**src/rtl/comparator_pkg.sv**
```systemverilog
// Shared types, result encoding and helpers for the bit-serial magnitude comparator.
// The 2-bit result code is the single source of the one-hot l/e/g flags.
package comparator_pkg;

   typedef enum logic {
      IDLE = 1'b0,
      CMP  = 1'b1
   } state_t;

   localparam logic [1:0] RES_NONE = 2'd0;
   localparam logic [1:0] RES_LT   = 2'd1;
   localparam logic [1:0] RES_EQ   = 2'd2;
   localparam logic [1:0] RES_GT   = 2'd3;

   // Smallest r with 2**r >= value; WIDTH is at least 2, so this never returns 0.
   function automatic int clog2(input int value);
      int r;
      r = 0;
      for (int i = 0; i < 32; i++) begin
         if ((64'd1 << i) < 64'(value)) begin
            r = i + 1;
         end else begin
            r = r;
         end
      end
      return r;
   endfunction

   // Expands a result code into {l, e, g}; RES_NONE maps to "no result yet".
   function automatic logic [2:0] res_to_flags(input logic [1:0] res);
      logic [2:0] flags;
      case (res)
         RES_LT:  flags = 3'b100;
         RES_EQ:  flags = 3'b010;
         RES_GT:  flags = 3'b001;
         default: flags = 3'b000;
      endcase
      return flags;
   endfunction

   // Folds the sticky first-difference decision into a result code.
   function automatic logic [1:0] gt_to_res(input logic a_gt);
      logic [1:0] res;
      if (a_gt) begin
         res = RES_GT;
      end else begin
         res = RES_LT;
      end
      return res;
   endfunction

endpackage

```
**src/rtl/bit_compare_cell.sv**
```systemverilog
// Single-bit compare: flags a difference and says whether A's bit makes A larger.
// On the sign bit of a two's-complement operand the sense is inverted.
module bit_compare_cell (
   input  logic a_bit,
   input  logic b_bit,
   input  logic is_msb,
   input  logic signed_mode,
   output logic diff,
   output logic a_gt
);

   // A set sign bit means a negative value, so the operand holding it is the smaller one.
   always_comb begin
      diff = a_bit ^ b_bit;
      a_gt = diff & (a_bit ^ (is_msb & signed_mode));
   end

endmodule

```
**src/rtl/serial_magnitude_comparator.sv**
```systemverilog
// Bit-serial MSB-first magnitude comparator with optional early exit and signed mode.
// Operands are captured on the accepting edge; results are registered with a done pulse.
module serial_magnitude_comparator
   import comparator_pkg::*;
#(
   parameter int WIDTH      = 8,
   parameter int SIGNED     = 0,
   parameter int EARLY_EXIT = 1
) (
   input  logic             clk,
   input  logic             rst_n,
   input  logic             start,
   input  logic [WIDTH-1:0] a,
   input  logic [WIDTH-1:0] b,
   output logic             busy,
   output logic             done,
   output logic             l,
   output logic             e,
   output logic             g
);

   localparam int            IW       = clog2(WIDTH);
   localparam logic [IW-1:0] IDX_MSB  = IW'(WIDTH - 1);
   localparam logic          SIGNED_C = (SIGNED != 0);
   localparam logic          EARLY_C  = (EARLY_EXIT != 0);

   state_t           state_q;
   logic [WIDTH-1:0] a_q;
   logic [WIDTH-1:0] b_q;
   logic [IW-1:0]    idx_q;
   logic             found_q;
   logic             found_gt_q;
   logic             busy_q;
   logic             done_q;
   logic             l_q;
   logic             e_q;
   logic             g_q;

   logic             diff_s;
   logic             a_gt_s;
   logic             is_msb_s;
   logic             finish_d;
   logic [1:0]       res_d;
   logic [2:0]       flags_d;

   assign is_msb_s = (idx_q == IDX_MSB);

   bit_compare_cell u_cell (
      .a_bit       (a_q[idx_q]),
      .b_bit       (b_q[idx_q]),
      .is_msb      (is_msb_s),
      .signed_mode (SIGNED_C),
      .diff        (diff_s),
      .a_gt        (a_gt_s)
   );

   // Finish decision and result for the bit under examination this cycle.
   always_comb begin
      finish_d = 1'b0;
      res_d    = RES_NONE;
      if (state_q == CMP) begin
         if (diff_s && EARLY_C) begin
            finish_d = 1'b1;
            res_d    = gt_to_res(a_gt_s);
         end else if (idx_q == '0) begin
            finish_d = 1'b1;
            if (found_q) begin
               res_d = gt_to_res(found_gt_q);
            end else if (diff_s) begin
               res_d = gt_to_res(a_gt_s);
            end else begin
               res_d = RES_EQ;
            end
         end else begin
            finish_d = 1'b0;
            res_d    = RES_NONE;
         end
      end else begin
         finish_d = 1'b0;
         res_d    = RES_NONE;
      end
      flags_d = res_to_flags(res_d);
   end

   // Control FSM, operand capture, index countdown, sticky decision and output registers.
   always_ff @(posedge clk or negedge rst_n) begin
      if (!rst_n) begin
         state_q    <= IDLE;
         a_q        <= '0;
         b_q        <= '0;
         idx_q      <= '0;
         found_q    <= 1'b0;
         found_gt_q <= 1'b0;
         busy_q     <= 1'b0;
         done_q     <= 1'b0;
         l_q        <= 1'b0;
         e_q        <= 1'b0;
         g_q        <= 1'b0;
      end else begin
         done_q <= 1'b0;
         case (state_q)
            IDLE: begin
               if (start) begin
                  a_q        <= a;
                  b_q        <= b;
                  idx_q      <= IDX_MSB;
                  found_q    <= 1'b0;
                  found_gt_q <= 1'b0;
                  busy_q     <= 1'b1;
                  state_q    <= CMP;
               end
            end
            CMP: begin
               if (finish_d) begin
                  {l_q, e_q, g_q} <= flags_d;
                  done_q          <= 1'b1;
                  busy_q          <= 1'b0;
                  state_q         <= IDLE;
               end else begin
                  // Only the most significant difference decides; later ones are ignored.
                  if (diff_s && !found_q) begin
                     found_q    <= 1'b1;
                     found_gt_q <= a_gt_s;
                  end
                  idx_q <= idx_q - IW'(1);
               end
            end
            default: begin
               state_q <= IDLE;
               busy_q  <= 1'b0;
            end
         endcase
      end
   end

   assign busy = busy_q;
   assign done = done_q;
   assign l    = l_q;
   assign e    = e_q;
   assign g    = g_q;

endmodule
```
**config.mk**
```make
export PLATFORM = sky130hd
export DESIGN_NAME = serial_magnitude_comparator
export DESIGN_NICKNAME = d
export VERILOG_FILES = /design/src/rtl/comparator_pkg.sv /design/src/rtl/bit_compare_cell.sv /design/src/rtl/serial_magnitude_comparator.sv
export SDC_FILE = /design/constraint.sdc
export NUM_CORES = 1
export LEC_CHECK = 0
export ABC_AREA = 1
export CORE_AREA = 2 2 42 63
export DETAILED_ROUTE_END_ITERATION = 10
export DIE_AREA = 0 0 44 65
export DONT_BUFFER_PORTS = 1
export GPL_ROUTABILITY_DRIVEN = 0
export PLACE_DENSITY = 0.76
export SYNTH_ARGS = -nofsm -noshare
export SYNTH_HDL_FRONTEND = slang
export SYNTH_SLANG_ARGS = --single-unit
```
**constraint.sdc**
```tcl
create_clock -name clk -period 1.9 [get_ports clk]
set_clock_uncertainty 0.1 [all_clocks]
set_input_delay 0.19 -clock clk [delete_from_list [all_inputs] [get_ports clk]]
set_output_delay 0.19 -clock clk [all_outputs]
set_load 0.02 [all_outputs]
```
Word level (Yosys, flattened, before mapping)
Index checks and enable logic that the tools add are counted.

cells by class
  add/sub/neg operators = 1
  $lt $le $gt $ge = 1
  equal/unequal tests = 7
  muxes and demuxes = 32
  bitwise logic cells = 3
  reduce and logical (&&, ||, !) cells = 8

operators by type and width
  kind                 count
  $mux 1               16
  $mux 2               6
  $pmux 3 s3           1
  $pmux 1 s2           4
  $reduce_and 2->1     4
  $bmux 1 s3           2
  $mux 3               2
  $pmux 3 s2           1
  $eq 2x2->1 const B   2
  $lt 3x4->1 const B   1
  $ne 2x1->1 const B   2
  $ne 2x2->1 const B   2
  $logic_not 3->1      1
  $reduce_and 3->1     1
  $sub 3x1->3 const B  1
  $eq 2x1->1 const B   1
  $and 1x1->1          1
  $logic_and 1x1->1    1
  $logic_not 1->1      1
  $not 1->1            1
  $xor 1x1->1          1

word-level totals
  register bits after elaboration = 27

Depth between registers and ports, before layout
Gate-level depths: netlist of run 1.

  depth after elaboration = 9
  mapped depth = 12

Hierarchy
Synthesis of run 1 repeated with hierarchy kept, for this count alone.

second synthesis, totals
  cell total of the unflattened synthesis = 178
  area, all modules = 1433.9 um2

modules (own cells, without submodules)
  module                       instances  cells an instance  area an instance (um2)  seq. area each (um2)
  serial_magnitude_comparator  1          170                1395.1                  675.6
  bit_compare_cell             1          8                  38.8                    0.0

Worst setup path after synthesis of run 1
No wires, ideal clock.

  kind = reg-to-reg
  from = register idx_q[0]
  to = register l_q (netlist: l)
  setup time = 0.129 ns
  arrival time = 1.458 ns
  data required time = 1.671 ns
  path slack = 0.213 ns
  stages on the path, launching flop included = 11
  buffers on the path = 0
  clock period less this slack = 1.687 ns
  path through = dfrtp_1 > clkinv_1 > nand2_1 > nand3_1 > nand3_1 > nand2_1 > ha_1 > nand2_1 > nor2_1 > nor2_1 > o21ai_0

between the ends
  word-level cells in the longest chain between the ends = 9
  elaborated cells on any way between the ends = 19
  those cells by class = eq/ne: 3; mux: 12; bitwise: 2; reduce/logical: 2

RTL lines
  what                                      RTL line                                                              source
  start, declared                           serial_magnitude_comparator.sv:30                                     logic [IW-1:0] idx_q;
  start signal, assigned                    serial_magnitude_comparator.sv:125                                    idx_q <= idx_q - IW'(1);
  $bmux 1 s3 (on tied branches)             serial_magnitude_comparator.sv:49, serial_magnitude_comparator.sv:50
  $mux 1 (on tied branches)                 serial_magnitude_comparator.sv:49, serial_magnitude_comparator.sv:50
  $xor 1x1->1                               bit_compare_cell.sv:14                                                diff = a_bit ^ b_bit;
  $and 1x1->1                               bit_compare_cell.sv:15                                                a_gt = diff & (a_bit ^ (is_msb & signed_mode));
  $mux 2                                    comparator_pkg.sv:44                                                  if (a_gt) begin
  $mux 2                                    serial_magnitude_comparator.sv:62                                     if (diff_s && EARLY_C) begin
  $mux 2                                    serial_magnitude_comparator.sv:61                                     if (state_q == CMP) begin
  $eq 2x2->1 or $eq 2x1->1 (tied branches)  comparator_pkg.sv:32                                                  case (res)
  $pmux 3 s3                                comparator_pkg.sv:32
  end signal, assigned                      serial_magnitude_comparator.sv:115                                    {l_q, e_q, g_q} <= flags_d;
  end, declared                             serial_magnitude_comparator.sv:35                                     logic l_q;

Several ways; a longest one is shown, not always the timed one. The select of a mux whose other input is x is not followed.
A chain may end at the register's enable or synchronous reset.

Worst setup path in the final report of run 1
  from = register idx_q[0]
  to = register g_q (netlist: g)

between the ends
  word-level cells in the longest chain between the ends = 9
  elaborated cells on any way between the ends = 19
  those cells by class = eq/ne: 3; mux: 12; bitwise: 2; reduce/logical: 2

RTL lines
  what                                      RTL line                                                              source
  $bmux 1 s3 (on tied branches)             serial_magnitude_comparator.sv:49, serial_magnitude_comparator.sv:50
  $mux 1 (on tied branches)                 serial_magnitude_comparator.sv:49, serial_magnitude_comparator.sv:50
  $xor 1x1->1                               bit_compare_cell.sv:14
  $and 1x1->1                               bit_compare_cell.sv:15
  $mux 2                                    comparator_pkg.sv:44
  $mux 2                                    serial_magnitude_comparator.sv:62
  $mux 2                                    serial_magnitude_comparator.sv:61
  $eq 2x2->1 or $eq 2x1->1 (tied branches)  comparator_pkg.sv:32
  $pmux 3 s3                                comparator_pkg.sv:32
  end signal, assigned                      serial_magnitude_comparator.sv:115
  end, declared                             serial_magnitude_comparator.sv:37                                     logic g_q;

Several ways; a longest one is shown, not always the timed one. The select of a mux whose other input is x is not followed.

==> impl_results.md, run 1 <==
* Status: finished clean
* GR Util met3 at 2.51%
* Pwr/cell area at around 1800 mW/mm²
* Area leader, netlist: dfrtp_1
* Register share of total power at between 30 and 40%
* Worst-path fanout max at 6
* Minimum clock period at roughly 1.8 ns
* Area grow syn2layout at 24.6%
* HPWL Detailed at roughly 1700 µm
* Most frequent cells in the layout: nand2_1 (54), dfrtp_1 (25), inv_1 (19), dlygate4sd3_1 (19), o21ai_2 (15)
* Crit path DAT at ~2.0 ns
* Die span in y at around 65 µm
* Top cell type's share of synthesized area at 50.0%
* Logic pwr share at 57.6%
* CTS Root Cell: clkbuf_4
* Synthesized area at between 0.001 and 0.0015 mm²
* Worst-Skew Late Latency at around 0.32 ns
* Pleak at 0.000849 µW
* First-pass DRT Iterations at 4
* CTS clk-pin slew, worst paths at roughly 0.14 ns
* Sequential fraction of the synthesis area at roughly half
* Via density at between 5 and 6
* GRT busiest layer: met2
* Net Sw Frac at between 40% and 50%
* Fin. Hold Viols at 0
* Met1 usage at 26.3%
* Worst-Margin Slew at between 0.2 and 0.25 ns
* Die area at 0.00286 mm²
* Layout cells sized above 1 at 25.9%
* CTS tree: built
* Core area at 0.00237 mm²
* Initial antenna violation count at 0
* Cell count after synthesis at between 150 and 200
* DR DRC count at 0
* Overflow after GRT at 0
* WP buf/inv at 1
* Io pins at 24
* Syn Area/Cell at between 8 and 9 µm²
* Met2 Usage GRT at approximately 37%
* DP Area at between 0.001 and 0.0015 mm²
* Critical Path RT at just over 2 ns
* Finish-stage setup viols at 0
* CTS sink count at 27
* Worst VDD drop at ~1500 µV
* Slowest stage delay, CP at 0.46 ns
* Worst Setup End Kind: register
* Mapped Nets at roughly 180
* CTS buffer count at 3
* Internal power at ~1600 µW
* All-layer global routing usage at a little over a fifth
* CP cell instances: buf_6, nor2_4, nor2_1, nand2_1, nand3_2, nand2_2, ha_4, nand2_2, nor2_2, nor2_2, nand3_1, nand2_1
* Post-synth cell types at 18
* Critical path launch point type: register
* Final Max Tran Viols at 0
* Per-cell routed wire length at around 13 µm
* Seq cells post-synth at 27
* Total inserted antenna cells at 0
* R2r setup slk at 0.08 ns
* Port-buffer cells at 0
* Peak Freq at about 550 MHz
* P_sw at 1430 µW
* Worst hold path type: input pin to async pin
* Max_cap viols at 0
* Warnings, synthesis at 0
* Max clock buf depth at 2
* Tcrit/Tclk final at 95.9%
* Via count at ~1.1k
* Initial Utilization at 57.1%
* Largest net degree at the start of global routing at 34
* Clock share of power at under 10%
* Post-DRT Antenna Nets at 0
* Vias in the first global route at between 1k and 1.5k
* First-pass GRT wire length at about 4700 µm
* Fin nets at roughly 210
* X dimension of the die at between 40 and 50 µm
* DRT Wirelength at between 2000 and 3000 µm
* Hold slack at approximately 0.19 ns
* Max-slew headroom at between 80% and 90%
* Crit-path leading delay family: simple AND/OR/NAND/NOR gates
* Most common cell after layout, fill and taps aside: nand2_1
* Crit path max-delay cell type: dfrtp_2
* H-tree Lvls at 1
* Final Cell Area at 0.00168 mm²
* Rows at 22
* DR iter-0 viols at 22
* Setup Crit Path Kind: register to register
* Area contributors post-synth: dfrtp_1 (50%), nand2_1 (16%), o21ai_2 (9.7%)
==> timing repair <==
action,in CTS,in global routing
pin swaps,0,11
hold endpoints to repair,47,0
resized for setup,2,20
setup endpoints to repair,3,8
hold buffers,20,0
buffers inserted,1,1
==> area by class of cell <==
class                      instances  area, µm²
clock inverter                     1       5.00
multi-input combinational        106        597
timing repair buffer              25        255
fill                             176        683
clock buffer                       3       22.5
tap                               24       30.0
sequential                        27        678
inverter                          23       96.3
==> cells in the mapped netlist (all sizes together) <==
cell,n
nand2,63
dfrtp,27
inv,22
o21ai,16
nand3,15
nor2,7
buf,4
ha,3
a21oi,1
clkinv,1
xnor2,1
==> registers in the layout (all words and copies together), names as in the netlist <==
register,cells
a_q,8
b_q,8
busy,1
done,1
e,1
found_gt_q,1
found_q,1
g,1
idx_q,3
l,1
state_q,1
==> power by group through the flow <==
stage	Clock (µW)	Combinational [µW]	Sequential [µW]
after floorplan	0	1220	1010
after global placement	0	1390	1050
after detailed placement	0	1440	1050
after CTS	248	1530	1040
after global routing	267	2040	1100
final	240	1770	1070
==> worst reg2reg max path: stages (launching register included) <==
cell	delay [ns]
dfrtp_2	0.46
buf_6	0.14
nor2_4	0.03
nor2_1	0.10
nand2_1	0.09
nand3_2	0.08
nand2_2	0.07
ha_4	0.31
nand2_2	0.06
nor2_2	0.10
nor2_2	0.06
nand3_1	0.09
nand2_1	0.05
==> routing by layer <==
metal  share of wire [%]  up-vias
met5                   0        -
met3                 3.4        4
met4                 1.1        0
met2                  52       27
li1                    -      543
met1                  43      503
==> stage by stage <==
step           std cells  power [µW]  utilization (%)  worst slack, ns  setup TNS (ns)
6_report             209        3080             71.1           0.0788               0
5_1_grt              209        3400             71.1          -0.0362         -0.0978
4_1_cts              208        2820             68.1           0.0226               0
3_5_place_dp         183        2490             57.7          -0.0144         -0.0223
3_3_place_gp         183        2440             57.7           0.0584               0
2_1_floorplan        160        2230                -            0.213               0
==> path summary, 6_finish.rpt <==
check,startpoint,end,depth (start not counted)
max reg2reg,idx_q[0]$_DFFE_PN0P_,g$_DFFE_PN0P_,12
min,rst_n,b_q[5]$_DFFE_PN0P_,2
min reg2reg,found_gt_q$_DFFE_PN0P_,found_gt_q$_DFFE_PN0P_,2
max in group asynchronous,rst_n,idx_q[0]$_DFFE_PN0P_,2
max,idx_q[0]$_DFFE_PN0P_,g$_DFFE_PN0P_,12
min in group clk,b[5],b_q[5]$_DFFE_PN0P_,3
==> logic make-up after synthesis <==
| logic type | after synthesis | share of synthesized area, % |
|---|---|---|
| AND/OR/NAND/NOR | 85 | 26.7 |
| AO/OA/AOI/OAI | 17 | 10.5 |
| buffers and inverters | 27 | 9.44 |
| flip-flops | 27 | 50.0 |
| adder cells (fa/ha/maj) | 3 | 2.78 |
| XOR/XNOR | 1 | 0.648 |
(Power assumes the default switching activity.)
==> inputs of run 2 (changes only) <==
--- a/config.mk
+++ b/config.mk
@@ -12,6 +12,8 @@
 export DONT_BUFFER_PORTS = 1
 export GPL_ROUTABILITY_DRIVEN = 0
 export PLACE_DENSITY = 0.76
+export REMOVE_ABC_BUFFERS = 1
+export SKIP_CTS_REPAIR_TIMING = 1
 export SYNTH_ARGS = -nofsm -noshare
 export SYNTH_HDL_FRONTEND = slang
 export SYNTH_SLANG_ARGS = --single-unit
==> run 2 against run 1 <==
  * Sequential power barely moved
  * Combinational power shrank 4%
  * Non-clock buffer count down 3
  * Die area did not move
  * Global-route usage fell by 2.6 points
  * Routed wire length increased by 1.0%
==> impl_results.md, run 2 (same netlist as run 1, synthesis figures left out) <==
* Status: finished clean
* P_sw at between 1000 and 1500 µW
* HPWL Detailed at about 1800 µm
* Post-DRT Antenna Nets at 0
* Initial antenna violation count at 0
* CTS Root Cell: clkbuf_4
* Setup Crit Path Kind: register to register
* Critical Path Start: idx_q[0]$_DFFE_PN0P_
* CTS clk-pin slew, worst paths at about 0.15 ns
* Worst VDD drop at around 1800 µV
* H-tree Lvls at 1
* FF-to-FF path depth at 12
* Worst-Skew Late Latency at 0.32 ns
* Logic pwr share at 56.8%
* Initial Utilization at 57.1%
* First-pass DRT Iterations at 4
* Crit path DAT at about 2.0 ns
* Core area at ~0.0024 mm²
* Via density at ~5.2
* Rows at 22
* Clock share of power at 8.2%
* Critical Path RT at between 2 and 2.5 ns
* Layout cells sized above 1 at roughly a quarter
* R2R Path End: e$_DFFE_PN0P_
* Minimum clock period at between 1.5 and 2 ns
* Hold slack at 0.229 ns
* CTS buffer count at 3
* All-layer global routing usage at 18.8%
* Worst-path fanout max at 6
* Max_cap viols at 0
* Fin nets at around 210
* CTS sink count at 27
* Tcrit/Tclk final at 94.4%
* Final Max Tran Viols at 0
* Total inserted antenna cells at 0
* Setup crit end: e$_DFFE_PN0P_
* Net Sw Frac at 46.8%
* Fin. Hold Viols at 0
* Critical path launch point type: register
* Setup_tns at 0 ns
* Vias in the first global route at between 900 and 1k
* Register share of total power at 35.0%
* DR DRC count at 0
* Per-cell routed wire length at 13.3 µm
* Overflow after GRT at 0
* Finish-stage setup viols at 0
* Worst-Margin Slew at 0.394 ns
* Peak Freq at 558 MHz
* Most common cell after layout, fill and taps aside: nand2_1
* X dimension of the die at ~44 µm
* DRT Wirelength at ~2700 µm
* Area grow syn2layout at 21.5%
* CTS tree: built
* Die span in y at ~65 µm
* Place WS at ~0.013 ns
* Max clock buf depth at 2
* Internal power at roughly 1600 µW
* Worst hold path type: input pin to async pin
* Die area at 0.00286 mm²
* Pleak at between 0.0008 and 0.0009 µW
* R2r setup slk at 0.11 ns
* Regs by FF count: a_q x8, b_q x8, idx_q x3
* DR iter-0 viols at 14
* Max-slew headroom at about three quarters
* Pwr/cell area at 1820 mW/mm²
* Final setup margin at 0.106 ns
* Port-buffer cells at 0
* Via count at roughly 1.1k
* First-pass GRT wire length at 4060 µm
* Largest net degree at the start of global routing at 34
* Io pins at 24
* RR Startpoint: idx_q[0]$_DFFE_PN0P_
* Most frequent cells in the layout: nand2_1 (53), dfrtp_1 (27), inv_1 (19)
* Worst Setup End Kind: register
run 2: power groups by stage:
| stage | sequential [µW] | combinational (µW) | clock (µW) |
|---|---|---|---|
| 2_1_floorplan | 1030 | 1150 | 0 |
| 3_3_place_gp | 1040 | 1380 | 0 |
| 3_5_place_dp | 1050 | 1460 | 0 |
| 5_1_grt | 1080 | 1930 | 274 |
| 6_report | 1050 | 1700 | 245 |
| 4_1_cts | 1030 | 1460 | 257 |
run 2: through the flow:
step | util, % | std cells | cell area [µm²] | power (µW)
after floorplan | - | 156 | 1310 | 2180
after CTS | 58.5 | 186 | 1380 | 2760
final | 69.3 | 206 | 1640 | 2990
after global routing | 69.3 | 206 | 1640 | 3290
after global placement | 57.3 | 182 | 1360 | 2420
after detailed placement | 57.3 | 182 | 1360 | 2510
run 2: how the worst min path moves through the flow:
stage	startpoint	end	slack, ns	cells after the start
after floorplan	rst_n	a_q[0]$_DFFE_PN0P_	-0.21	0
final	rst_n	a_q[3]$_DFFE_PN0P_	0.23	2
after global placement	rst_n	a_q[6]$_DFFE_PN0P_	-0.21	0
after global routing	rst_n	a_q[3]$_DFFE_PN0P_	0.22	2
after CTS	rst_n	a_q[6]$_DFFE_PN0P_	-0.57	0
after detailed placement	rst_n	a_q[6]$_DFFE_PN0P_	-0.20	0
run 2: final cells by class:
class	instances	area, µm²
repair buffers	22	230
inverters	23	88.8
flip-flops and latches	27	676
fillers	185	726
multi-input cells	106	591
clock buffers	4	26.3
well taps	24	30.0
run 2: critical path, cell delays in order, from the launching register on:
cell	delay [ns]
dfrtp_1	0.45
buf_6	0.15
nor2_2	0.09
nor2_1	0.04
nand2_1	0.08
nand3_2	0.08
nand2_2	0.10
ha_4	0.22
nand2_2	0.07
nor2_2	0.03
nor2_2	0.15
nand3_1	0.10
nand2_1	0.08
run 2: metal layers:
metal	routed length, µm	up-vias	GRT usage (%)	part of all wire [%]
met5	0	-	0	0
met4	70	0	6.82	2.6
met3	86	6	1.95	3.1
met2	1500	21	33.6	55
met1	1090	505	22.5	40
li1	-	542	-	-
==> inputs of run 3 (changes only) <==
--- a/config.mk
+++ b/config.mk
@@ -17,3 +17,4 @@
 export SYNTH_ARGS = -nofsm -noshare
 export SYNTH_HDL_FRONTEND = slang
 export SYNTH_SLANG_ARGS = --single-unit
+export TNS_END_PERCENT = 50
==> results of run 3 <==
Final layout, timing and power as in run 2 (identical DEF).
